### config.mk
export PLATFORM = sky130hd
export DESIGN_NAME = uart_rx_param
export DESIGN_NICKNAME = d
export VERILOG_FILES = /design/src/rtl/uart_rx_param_pkg.sv /design/src/rtl/uart_rx_param_chk.sv /design/src/rtl/uart_rx_sync.sv /design/src/rtl/uart_rx_param.sv
export SDC_FILE = /design/constraint.sdc
export NUM_CORES = 1
export LEC_CHECK = 0
export CAP_MARGIN = 10
export CORE_UTILIZATION = 55
export CTS_CLUSTER_DIAMETER = 40
export DETAILED_ROUTE_END_ITERATION = 10
export GPL_TIMING_DRIVEN = 0
export HOLD_SLACK_MARGIN = 0.08
export PLACE_DENSITY = 0.78
export SLEW_MARGIN = 25
export SYNTH_ARGS = -nofsm -noshare
export SYNTH_HDL_FRONTEND = slang
export SYNTH_SLANG_ARGS = --single-unit
### constraint.sdc
create_clock -name clk -period 1.78 [get_ports clk]
set_input_delay 0.356 -clock clk [delete_from_list [all_inputs] [get_ports clk]]
set_output_delay 0.356 -clock clk [all_outputs]
set_load 0.005 [all_outputs]
### src/rtl/uart_rx_param_pkg.sv
// Shared UART receive definitions: FSM state encoding, legal parameter
// ranges and the parity helper used by the receiver and its checker.
package uart_rx_param_pkg;

  localparam int CLKS_PER_BIT_MIN = 4;
  localparam int CLKS_PER_BIT_MAX = 65535;
  localparam int DATA_BITS_MIN    = 5;
  localparam int DATA_BITS_MAX    = 9;
  localparam int STOP_BITS_MIN    = 1;
  localparam int STOP_BITS_MAX    = 2;

  typedef enum logic [2:0] {
    IDLE   = 3'd0,
    START  = 3'd1,
    DATA   = 3'd2,
    PARITY = 3'd3,
    STOP   = 3'd4,
    BREAK  = 3'd5
  } rx_states_t;

  // Expected parity bit for a word; zero padding above the data does not
  // change the XOR, so narrower words are simply zero-extended.
  function automatic logic parity_of(input logic [DATA_BITS_MAX-1:0] word,
                                     input logic odd);
    return (^word) ^ odd;
  endfunction

endpackage

### src/rtl/uart_rx_param_chk.sv
// Elaboration-time guard: refuses to build the receiver with parameter
// values outside the supported ranges.
module uart_rx_param_chk
  import uart_rx_param_pkg::*;
#(
  parameter int CLKS_PER_BIT = 16,
  parameter int DATA_BITS    = 8,
  parameter int PARITY_EN    = 0,
  parameter int PARITY_ODD   = 0,
  parameter int STOP_BITS    = 1
);

  generate
    if (CLKS_PER_BIT < CLKS_PER_BIT_MIN || CLKS_PER_BIT > CLKS_PER_BIT_MAX) begin : g_bad_clks
      $error("uart_rx_param: CLKS_PER_BIT out of range");
    end
    if (DATA_BITS < DATA_BITS_MIN || DATA_BITS > DATA_BITS_MAX) begin : g_bad_data
      $error("uart_rx_param: DATA_BITS out of range");
    end
    if (PARITY_EN < 0 || PARITY_EN > 1) begin : g_bad_par_en
      $error("uart_rx_param: PARITY_EN must be 0 or 1");
    end
    if (PARITY_ODD < 0 || PARITY_ODD > 1) begin : g_bad_par_odd
      $error("uart_rx_param: PARITY_ODD must be 0 or 1");
    end
    if (STOP_BITS < STOP_BITS_MIN || STOP_BITS > STOP_BITS_MAX) begin : g_bad_stop
      $error("uart_rx_param: STOP_BITS must be 1 or 2");
    end
  endgenerate

endmodule

### src/rtl/uart_rx_sync.sv
// Two-flop synchroniser for asynchronous inputs. Resets to all ones so an
// idle-high serial line never looks like a start bit out of reset.
module uart_rx_sync #(
  parameter int WIDTH = 1
) (
  input  logic             clk,
  input  logic             rst,
  input  logic [WIDTH-1:0] d,
  output logic [WIDTH-1:0] q
);

  logic [WIDTH-1:0] meta_r;

  // Capture the raw input and re-register it to settle metastability.
  always_ff @(posedge clk or posedge rst) begin
    if (rst) begin
      meta_r <= {WIDTH{1'b1}};
      q      <= {WIDTH{1'b1}};
    end else begin
      meta_r <= d;
      q      <= meta_r;
    end
  end

endmodule

### src/rtl/uart_rx_param.sv
// Parametrised oversampled UART receiver with mid-bit sampling, start-bit
// glitch rejection, optional parity, 1/2 stop bits and a ready/valid
// output carrying parity/frame error flags and a sticky overrun.
module uart_rx_param
  import uart_rx_param_pkg::*;
#(
  parameter int CLKS_PER_BIT = 16,
  parameter int DATA_BITS    = 8,
  parameter int PARITY_EN    = 0,
  parameter int PARITY_ODD   = 0,
  parameter int STOP_BITS    = 1
) (
  input  logic                 clk,
  input  logic                 rst,
  input  logic                 rxIn,
  output logic [DATA_BITS-1:0] dataOut,
  output logic                 valid,
  input  logic                 ready,
  output logic                 parityErr,
  output logic                 frameErr,
  output logic                 overrun,
  output logic                 busy
);

  localparam int TW = $clog2(CLKS_PER_BIT);
  localparam int IW = $clog2(DATA_BITS);
  localparam logic [TW-1:0] MID_CNT   = TW'(CLKS_PER_BIT / 2 - 1);
  localparam logic [TW-1:0] FULL_CNT  = TW'(CLKS_PER_BIT - 1);
  localparam logic [IW-1:0] LAST_DATA = IW'(DATA_BITS - 1);
  localparam logic [IW-1:0] LAST_STOP = IW'(STOP_BITS - 1);
  localparam logic          ODD_PAR   = (PARITY_ODD != 0);

  uart_rx_param_chk #(
    .CLKS_PER_BIT (CLKS_PER_BIT),
    .DATA_BITS    (DATA_BITS),
    .PARITY_EN    (PARITY_EN),
    .PARITY_ODD   (PARITY_ODD),
    .STOP_BITS    (STOP_BITS)
  ) u_chk ();

  logic                 rx_s;
  rx_states_t           state_r, state_next_s;
  logic [TW-1:0]        timer_r, timer_next_s;
  logic [IW-1:0]        idx_r, idx_next_s;
  logic [DATA_BITS-1:0] shift_r, shift_next_s;
  logic                 par_err_r, par_err_next_s;
  logic                 frm_err_r, frm_err_next_s;
  logic                 deliver_s;

  uart_rx_sync #(.WIDTH(1)) u_sync (
    .clk (clk),
    .rst (rst),
    .d   (rxIn),
    .q   (rx_s)
  );

  // Frame state machine: registered state, counters and receive latches.
  always_ff @(posedge clk or posedge rst) begin
    if (rst) begin
      state_r   <= IDLE;
      timer_r   <= {TW{1'b0}};
      idx_r     <= {IW{1'b0}};
      shift_r   <= {DATA_BITS{1'b0}};
      par_err_r <= 1'b0;
      frm_err_r <= 1'b0;
    end else begin
      state_r   <= state_next_s;
      timer_r   <= timer_next_s;
      idx_r     <= idx_next_s;
      shift_r   <= shift_next_s;
      par_err_r <= par_err_next_s;
      frm_err_r <= frm_err_next_s;
    end
  end

  // Next-state logic: start-bit qualification at mid-bit, then one sample
  // per bit period; the last stop sample raises the delivery event.
  always_comb begin
    state_next_s   = state_r;
    timer_next_s   = timer_r + TW'(1);
    idx_next_s     = idx_r;
    shift_next_s   = shift_r;
    par_err_next_s = par_err_r;
    frm_err_next_s = frm_err_r;
    deliver_s      = 1'b0;
    case (state_r)
      IDLE: begin
        timer_next_s = {TW{1'b0}};
        if (!rx_s) begin
          state_next_s   = START;
          idx_next_s     = {IW{1'b0}};
          par_err_next_s = 1'b0;
          frm_err_next_s = 1'b0;
        end else begin
          state_next_s = IDLE;
        end
      end
      START: begin
        if (timer_r == MID_CNT) begin
          timer_next_s = {TW{1'b0}};
          if (rx_s) begin
            state_next_s = IDLE;
          end else begin
            state_next_s = DATA;
          end
        end else begin
          state_next_s = START;
        end
      end
      DATA: begin
        if (timer_r == FULL_CNT) begin
          timer_next_s = {TW{1'b0}};
          shift_next_s = {rx_s, shift_r[DATA_BITS-1:1]};
          if (idx_r == LAST_DATA) begin
            idx_next_s = {IW{1'b0}};
            if (PARITY_EN != 0) begin
              state_next_s = PARITY;
            end else begin
              state_next_s = STOP;
            end
          end else begin
            idx_next_s = idx_r + IW'(1);
          end
        end else begin
          state_next_s = DATA;
        end
      end
      PARITY: begin
        if (timer_r == FULL_CNT) begin
          timer_next_s   = {TW{1'b0}};
          par_err_next_s = (parity_of(DATA_BITS_MAX'(shift_r), ODD_PAR) != rx_s);
          state_next_s   = STOP;
        end else begin
          state_next_s = PARITY;
        end
      end
      STOP: begin
        if (timer_r == FULL_CNT) begin
          timer_next_s   = {TW{1'b0}};
          frm_err_next_s = frm_err_r | ~rx_s;
          if (idx_r == LAST_STOP) begin
            idx_next_s = {IW{1'b0}};
            deliver_s  = 1'b1;
            if (frm_err_next_s && !rx_s) begin
              state_next_s = BREAK;
            end else begin
              state_next_s = IDLE;
            end
          end else begin
            idx_next_s = idx_r + IW'(1);
          end
        end else begin
          state_next_s = STOP;
        end
      end
      BREAK: begin
        timer_next_s = {TW{1'b0}};
        if (rx_s) begin
          state_next_s = IDLE;
        end else begin
          state_next_s = BREAK;
        end
      end
      default: begin
        state_next_s = IDLE;
        timer_next_s = {TW{1'b0}};
      end
    endcase
  end

  // Output register: load a finished word when the slot is free or being
  // emptied this cycle, otherwise drop it and flag overrun.
  always_ff @(posedge clk or posedge rst) begin
    if (rst) begin
      dataOut   <= {DATA_BITS{1'b0}};
      valid     <= 1'b0;
      parityErr <= 1'b0;
      frameErr  <= 1'b0;
      overrun   <= 1'b0;
      busy      <= 1'b0;
    end else begin
      if (deliver_s && (!valid || ready)) begin
        dataOut   <= shift_r;
        parityErr <= par_err_r;
        frameErr  <= frm_err_next_s;
        valid     <= 1'b1;
      end else if (valid && ready) begin
        valid <= 1'b0;
      end else begin
        valid <= valid;
      end
      if (deliver_s && valid && !ready) begin
        overrun <= 1'b1;
      end else begin
        overrun <= overrun;
      end
      busy <= (state_next_s != IDLE);
    end
  end

endmodule

==> run metrics, run 1 <==
failing checks=DRC; mux share of post-synthesis cell area=0.135; # Max-Cap Violations=0; CP Data Arrival Time=1910 ps; fin util=0.700; vias in the first global route=1074; Net Count, Synth=142; Clk Latency, worst-skew pair=350 ps; R2R setup slack=110 ps; antenna violations before repair=0; FF/Latch Area=878 µm²; Avg WL per Cell=15.4 µm; crit path from=idx_r[0]$_DFFE_PP0P_; crit end category=flip-flop; worst-path maximum fanout=5; Cell Area, Synth=1660 µm²; xor/xnor share of the synthesized area=0.0718; CP Class=flip-flop to flip-flop; actual slew at the worst max-slew pin=692 ps; TritonCTS Buffers=5; Clk network pwr share=0.212; placed cells=181; Seq/Total Area, Yosys=0.531; min Tclk post-route=1670 ps; logic gate share of total power=0.300; internal power=0.00133 W; Layout Nets=167; Antenna Nets Post-Route=0; CTS max path bufs=2; Post-Layout Cell Count=191; Pins Over Slew Limit=0; total gr overflow=0; Iter 0 DRT Violations=40; simple-gate share of the synthesized area=0.119; Worst-path clk slew=110 ps; post-DR vias/cell=5.81; worst path required time=2020 ps; final hold violation count=0; Vert. Die Dim=56.9 µm; Root Buffer Master=clkbuf_4; Relative slew margins=0.538; main combinational cell family by area after synthesis=multiplexers; Leak=0.886 nW; Synth-to-Final Area Change=18.7%; Die Wd=56.9 µm; yosys warns=0; number of H-tree levels=2; Synth cell types=41; commonest non-fill, non-tap cells in the layout=33 x dfrtp_1, 18 x mux2_2, 16 x clkdlybuf4s50_1, 8 x nor2_1; GRT Total Usage=0.216; DP HPWL=2.07 mm; Yosys reg bits=35; VDD IR-drop max=0.000738 V; Syn Area/Cell=12.4 µm²; Filler cells=225; final wirelength=2.95 mm; via count=1109; TritonCTS clock tree=yes; Post-Syn Instances=134; Pre-Repair DR Iteration Count=7; first-pass GRT wire length=5.15 mm; Seq pwr share=0.488; CTS hold repair buffers=0; CP endpoint=dataOut[3]$_DFFE_PP0P_; overall die area=3230 µm²; Final GP Congestion=0.821; Port Buffers=16; # IOs=17; # diodes=0; compound-cell area share of the yosys netlist=0.0824; clk sinks=35; share of layout cells above drive strength 1=0.263; Hold Crit Class=flip-flop to flip-flop; starting density of the core=0.590; pin count of the biggest net entering global routing=36; Critical Path Start Type=flip-flop; Adder-Cell Fraction of Synth Area=0.0302; DR DRC count=4; multi-input combinational cell area=773 µm²; Reg-to-Reg End=dataOut[3]$_DFFE_PP0P_; most common cell after layout, fill and taps aside=dfrtp_1; worst reg-to-reg path cell count=6; crit share post-route=0.940; core area=2810 µm²; Rows=19; power per cell area=1030 nW/µm²; clock skew=15.4 ps; worst r2r src=idx_r[0]$_DFFE_PP0P_; status=finished, violations left; unrepaired setup endpoints after global routing=no; Setup-failing EPs final=0; sw frac=0.347; Net Switching=0.000706 W; f_max=598 MHz
cells by family after synthesis:
group / count (synthesis)
and+or+nand+nor: 31
muxes: 20
xor gates and xnor gates: 12
DFF: 35
buffers and inverters: 12
adders and majority gates: 4
AOI/OAI and AO/OA: 20
how the worst min path moves through the flow:
stage / from / endpoint / slack, ps / cells past startpoint
floorplan: u_sync.meta_r$_DFF_PP1_ / u_sync.q$_DFF_PP1_ / 350 / 0
global placement: u_sync.meta_r$_DFF_PP1_ / u_sync.q$_DFF_PP1_ / 350 / 0
detailed placement: u_sync.meta_r$_DFF_PP1_ / u_sync.q$_DFF_PP1_ / 350 / 0
CTS: u_sync.meta_r$_DFF_PP1_ / u_sync.q$_DFF_PP1_ / 370 / 0
global route: u_sync.meta_r$_DFF_PP1_ / u_sync.q$_DFF_PP1_ / 370 / 0
finish: u_sync.meta_r$_DFF_PP1_ / u_sync.q$_DFF_PP1_ / 370 / 0
power by group through the flow:
stage               registers (W)  clock network, W  logic, W
finish                   0.000992          0.000430  0.000609
global route              0.00101          0.000468  0.000684
global placement         0.000989                 0  0.000539
detailed placement       0.000991                 0  0.000549
floorplan                0.000973                 0  0.000435
CTS                      0.000978          0.000437  0.000556
registers in the layout, indices dropped and copies added (netlist names), 3 cells and up:
signal	count
timer_r	4
dataOut	8
state_r	3
shift_r	8
idx_r	3
stage by stage:
stage / total power, W / setup WS, ps / TNS (ps) / cell area, µm² / hold slack (ps)
floorplan: 0.00141 / 176 / 0 / 1660 / 345
global placement: 0.00153 / -93.8 / -3080 / 1850 / 346
detailed placement: 0.00154 / -38.6 / -38.6 / 1850 / 352
CTS: 0.00197 / 29.7 / 0 / 1910 / 367
global route: 0.00216 / 8.68 / 0 / 1960 / 372
finish: 0.00203 / 106 / 0 / 1960 / 366
worst max-delay path, cell delays in order, from the launching register on:
cell and delay (ps):
dfrtp_1 400, inv_1 100, ha_1 160, and2b_1 170, and3_4 260, nand4_4 140, mux2_2 330
layer usage:
metal / global-route usage / part of all wire / up-vias
met5: 0 / 0 / -
met2: 0.315 / 0.44 / 26
met1: 0.294 / 0.49 / 548
met4: 0.101 / 0.022 / 0
met3: 0.0691 / 0.045 / 7
li1: - / - / 528
cells in the mapped netlist:
cell type	count	share of area
dfrtp_1	33	0.50
mux2_2	18	0.12
inv_1	8	0.018
nor2_1	8	0.018
xnor2_1	7	0.037
a21oi_1	4	0.012
ha_1	4	0.030
o21ai_0	4	0.012
xor2_1	4	0.021
nand2_1	3	0.0068
nand2b_1	3	0.011
nand3_1	3	0.0091
and2_1	2	0.0076
buf_2	2	0.0060
dfstp_2	2	0.032
mux2i_1	2	0.012
nor3_1	2	0.0060
o22ai_1	2	0.0076
a21o_1	1	0.0045
a311oi_1	1	0.0053
a31o_1	1	0.0053
and2_4	1	0.0053
and2b_1	1	0.0045
and3_2	1	0.0045
and3_4	1	0.0068
buf_4	1	0.0045
clkbuf_2	1	0.0030
nand3_2	1	0.0060
nand4_1	1	0.0038
nand4_4	1	0.013
nand4b_1	1	0.0053
nor2_4	1	0.0068
o2111ai_1	1	0.0053
o21a_1	1	0.0045
o21bai_1	1	0.0045
o311ai_0	1	0.0053
o31a_1	1	0.0053
o32ai_1	1	0.0053
o41ai_1	1	0.0053
or3_1	1	0.0038
xnor3_1	1	0.014
final cells by class:
| type | instances | area share |
|---|---|---|
| Buffer | 4 | 0.0115 |
| Clock buffer | 6 | 0.0210 |
| Clock inverter | 2 | 0.00637 |
| Inverter | 8 | 0.0153 |
| Multi-Input combinational cell | 88 | 0.394 |
| Sequential cell | 35 | 0.447 |
| Tap cell | 31 | 0.0197 |
| Timing Repair Buffer | 17 | 0.0854 |
what timing repair did:
item / CTS / global route
pin swaps: 0 / 3
cloned: 0 / 1
setup endpoints to repair: 1 / 19
setup buffers: 0 / 1
gates resized for setup: 1 / 5
Note: power is estimated with default switching activity, not from simulation.
==> run 2: changes to the inputs <==
--- a/config.mk
+++ b/config.mk
@@ -9,10 +9,10 @@
 export CORE_UTILIZATION = 55
 export CTS_CLUSTER_DIAMETER = 40
 export DETAILED_ROUTE_END_ITERATION = 10
-export GPL_TIMING_DRIVEN = 0
 export HOLD_SLACK_MARGIN = 0.08
 export PLACE_DENSITY = 0.78
 export SLEW_MARGIN = 25
 export SYNTH_ARGS = -nofsm -noshare
 export SYNTH_HDL_FRONTEND = slang
+export SYNTH_HIERARCHICAL = 1
 export SYNTH_SLANG_ARGS = --single-unit
==> run 2 against run 1 <==
Compared with the run above: final cell count is 6.8% higher; critical path type unchanged; the flow still finishes with violations (DRC); first-iteration DRC count is 25% lower; sequential share of layout area is 2.3 points lower; critical endpoint is now shift_r[4]$_DFFE_PP0P_; worst setup slack worse by 66 ps.
==> run metrics, run 2 <==
Clk Latency, worst-skew pair=340 ps; CP Data Arrival Time=1970 ps; Avg WL per Cell=15.0 µm; Pins Over Slew Limit=0; clock skew=9.67 ps; Critical Path Start Type=flip-flop; crit share post-route=0.977; most area-hungry cell type in the Yosys netlist=dfrtp_1; total gr overflow=0; Hold Crit Class=flip-flop to flip-flop; Top Registers=dataOut: 8 flops, shift_r: 8 flops, timer_r: 4 flops; asr flop ratio synth=1.00; Root Buffer Master=clkbuf_4; share of layout cells above drive strength 1=0.312; worst path required time=2010 ps; # diodes=0; # IOs=17; count leader, synth=dfrtp_1; overall die area=3270 µm²; Die Wd=57.2 µm; DR DRC count=2; Worst path top cell family by delay=simple AND/OR/NAND/NOR gates; CP Class=flip-flop to flip-flop; Relative slew margins=0.730; min Tclk post-route=1740 ps; Antenna Nets Post-Route=0; Commonest cells post-synth=33 x dfrtp_1, 18 x mux2_2, 9 x inv_1; via count=1163; GRT Total Usage=0.221; Cell Area, Synth=1670 µm²; Filler cells=195; Post-Layout Cell Count=204; vias in the first global route=1215; antenna violations before repair=0; Seq/Total Area, Yosys=0.525; placed cells=194; Tot Pwr=0.00239 W; core area=2830 µm²; starting density of the core=0.591; Leak=0.994 nW; Vert. Die Dim=57.2 µm; post-DR vias/cell=5.70; Setup-failing EPs final=0; CP max stage delay=380 ps; EDFF count, synth=0; commonest non-fill, non-tap cells in the layout=33 x dfrtp_1, 18 x mux2_2, 16 x clkdlybuf4s50_1, 15 x buf_4, 8 x inv_1; # Max-Cap Violations=0; clk sinks=35; Yosys top cell area share=0.494; crit path cell chain=ha_2 -> and3_4 -> or3b_1 -> buf_4 -> mux2_2; Post-Place Setup Slack=-57.6 ps; Synth-to-Final Area Change=23.8%; crit end category=flip-flop; worst-path maximum fanout=9; yosys warns=6; Iter 0 DRT Violations=30; f_max=575 MHz; actual slew at the worst max-slew pin=404 ps; fin area=2070 µm²; number of H-tree levels=2; Worst-path clk slew=100 ps; TritonCTS Buffers=5; Final WS setup=40.3 ps; ranking of synthesized cells by area=dfrtp_1 49%, mux2_2 12%, dfstp_2 3.1%, xnor2_1 3.1%, ha_1 3.0%; WP buf/inv=1; pin count of the biggest net entering global routing=34; CTS max path bufs=2; TritonCTS clock tree=yes; Synth cell types=43; Syn Area/Cell=12.1 µm²; final hold violation count=0; status=finished, violations left; DP HPWL=2.20 mm; Rows=19; Pre-Repair DR Iteration Count=7; first-pass GRT wire length=5.35 mm; Layout Nets=180; dpl cell area=1950 µm²; Net Count, Synth=146; fin util=0.732; final wirelength=3.05 mm; Final GP Congestion=0.779; power per cell area=1150 nW/µm²; Post-Syn Instances=138; Port Buffers=16; VDD IR-drop max=0.000848 V; Yosys reg bits=35; Critical Path Slowest Stage Cell=or3b_1; Top FF cell, synth=dfrtp_1; failing checks=DRC; most common cell after layout, fill and taps aside=dfrtp_1
-- run 2: metrics by stage --
stage,hold WS [ps],setup TNS (ps)
2_1_floorplan,268,-78.4
3_5_place_dp,350,-624
5_1_grt,369,-3.33
6_report,362,0
4_1_cts,366,0
3_3_place_gp,346,-257
-- run 2: kinds of logic after synthesis --
family / synth area share
mux: 0.133
flops: 0.525
fa+ha+maj: 0.0299
simple gates: 0.108
buf+inv: 0.0366
compound gates: 0.102
xor+xnor: 0.0658
-- run 2: routing by layer --
layer,part of all wire,global-route usage
met4,0.023,0.0871
met5,0,0
met1,0.46,0.287
met3,0.034,0.0839
met2,0.48,0.339
-- run 2: area by class of cell --
type,count,area (µm²),area share
Clock inverter,2,35.0,0.0169
Clock buffer,6,51.3,0.0248
Inverter,9,33.8,0.0163
Multi-Input combinational cell,89,749,0.362
Timing Repair Buffer,32,284,0.137
Sequential cell,35,878,0.424
Tap cell,31,38.8,0.0187
-- run 2: path summary, 6_finish.rpt --
check                      slack [ps]  depth (start not counted)                    start                      to
min in group asynchronous         380                          2                      rst      u_sync/q$_DFF_PP1_
setup reg to reg                   40                          5     timer_r[1]$_DFF_PP0_  shift_r[4]$_DFFE_PP0P_
max in group asynchronous        1050                          3                      rst    timer_r[3]$_DFF_PP0_
setup / recovery                   40                          5     timer_r[1]$_DFF_PP0_  shift_r[4]$_DFFE_PP0P_
hold reg to reg                   360                          0  u_sync/meta_r$_DFF_PP1_      u_sync/q$_DFF_PP1_
hold / removal                    360                          0  u_sync/meta_r$_DFF_PP1_      u_sync/q$_DFF_PP1_
-- run 2: where the power goes --
part / internal, W / total [W] / leakage, nW / switching (W)
logic: 0.000386 / 0.000769 / 0.483 / 0.000382
clock network: 0.000332 / 0.000592 / 0.0482 / 0.000260
registers: 0.000919 / 0.00103 / 0.463 / 0.000112
total: 0.00164 / 0.00239 / 0.994 / 0.000755
-- run 2: repair_timing --
| item | CTS | global route |
|---|---|---|
| hold buffers | 0 | 0 |
| buffers inserted | 0 | 2 |
| endpoints found under the setup margin | 9 | 20 |
| resized for setup | 1 | 5 |
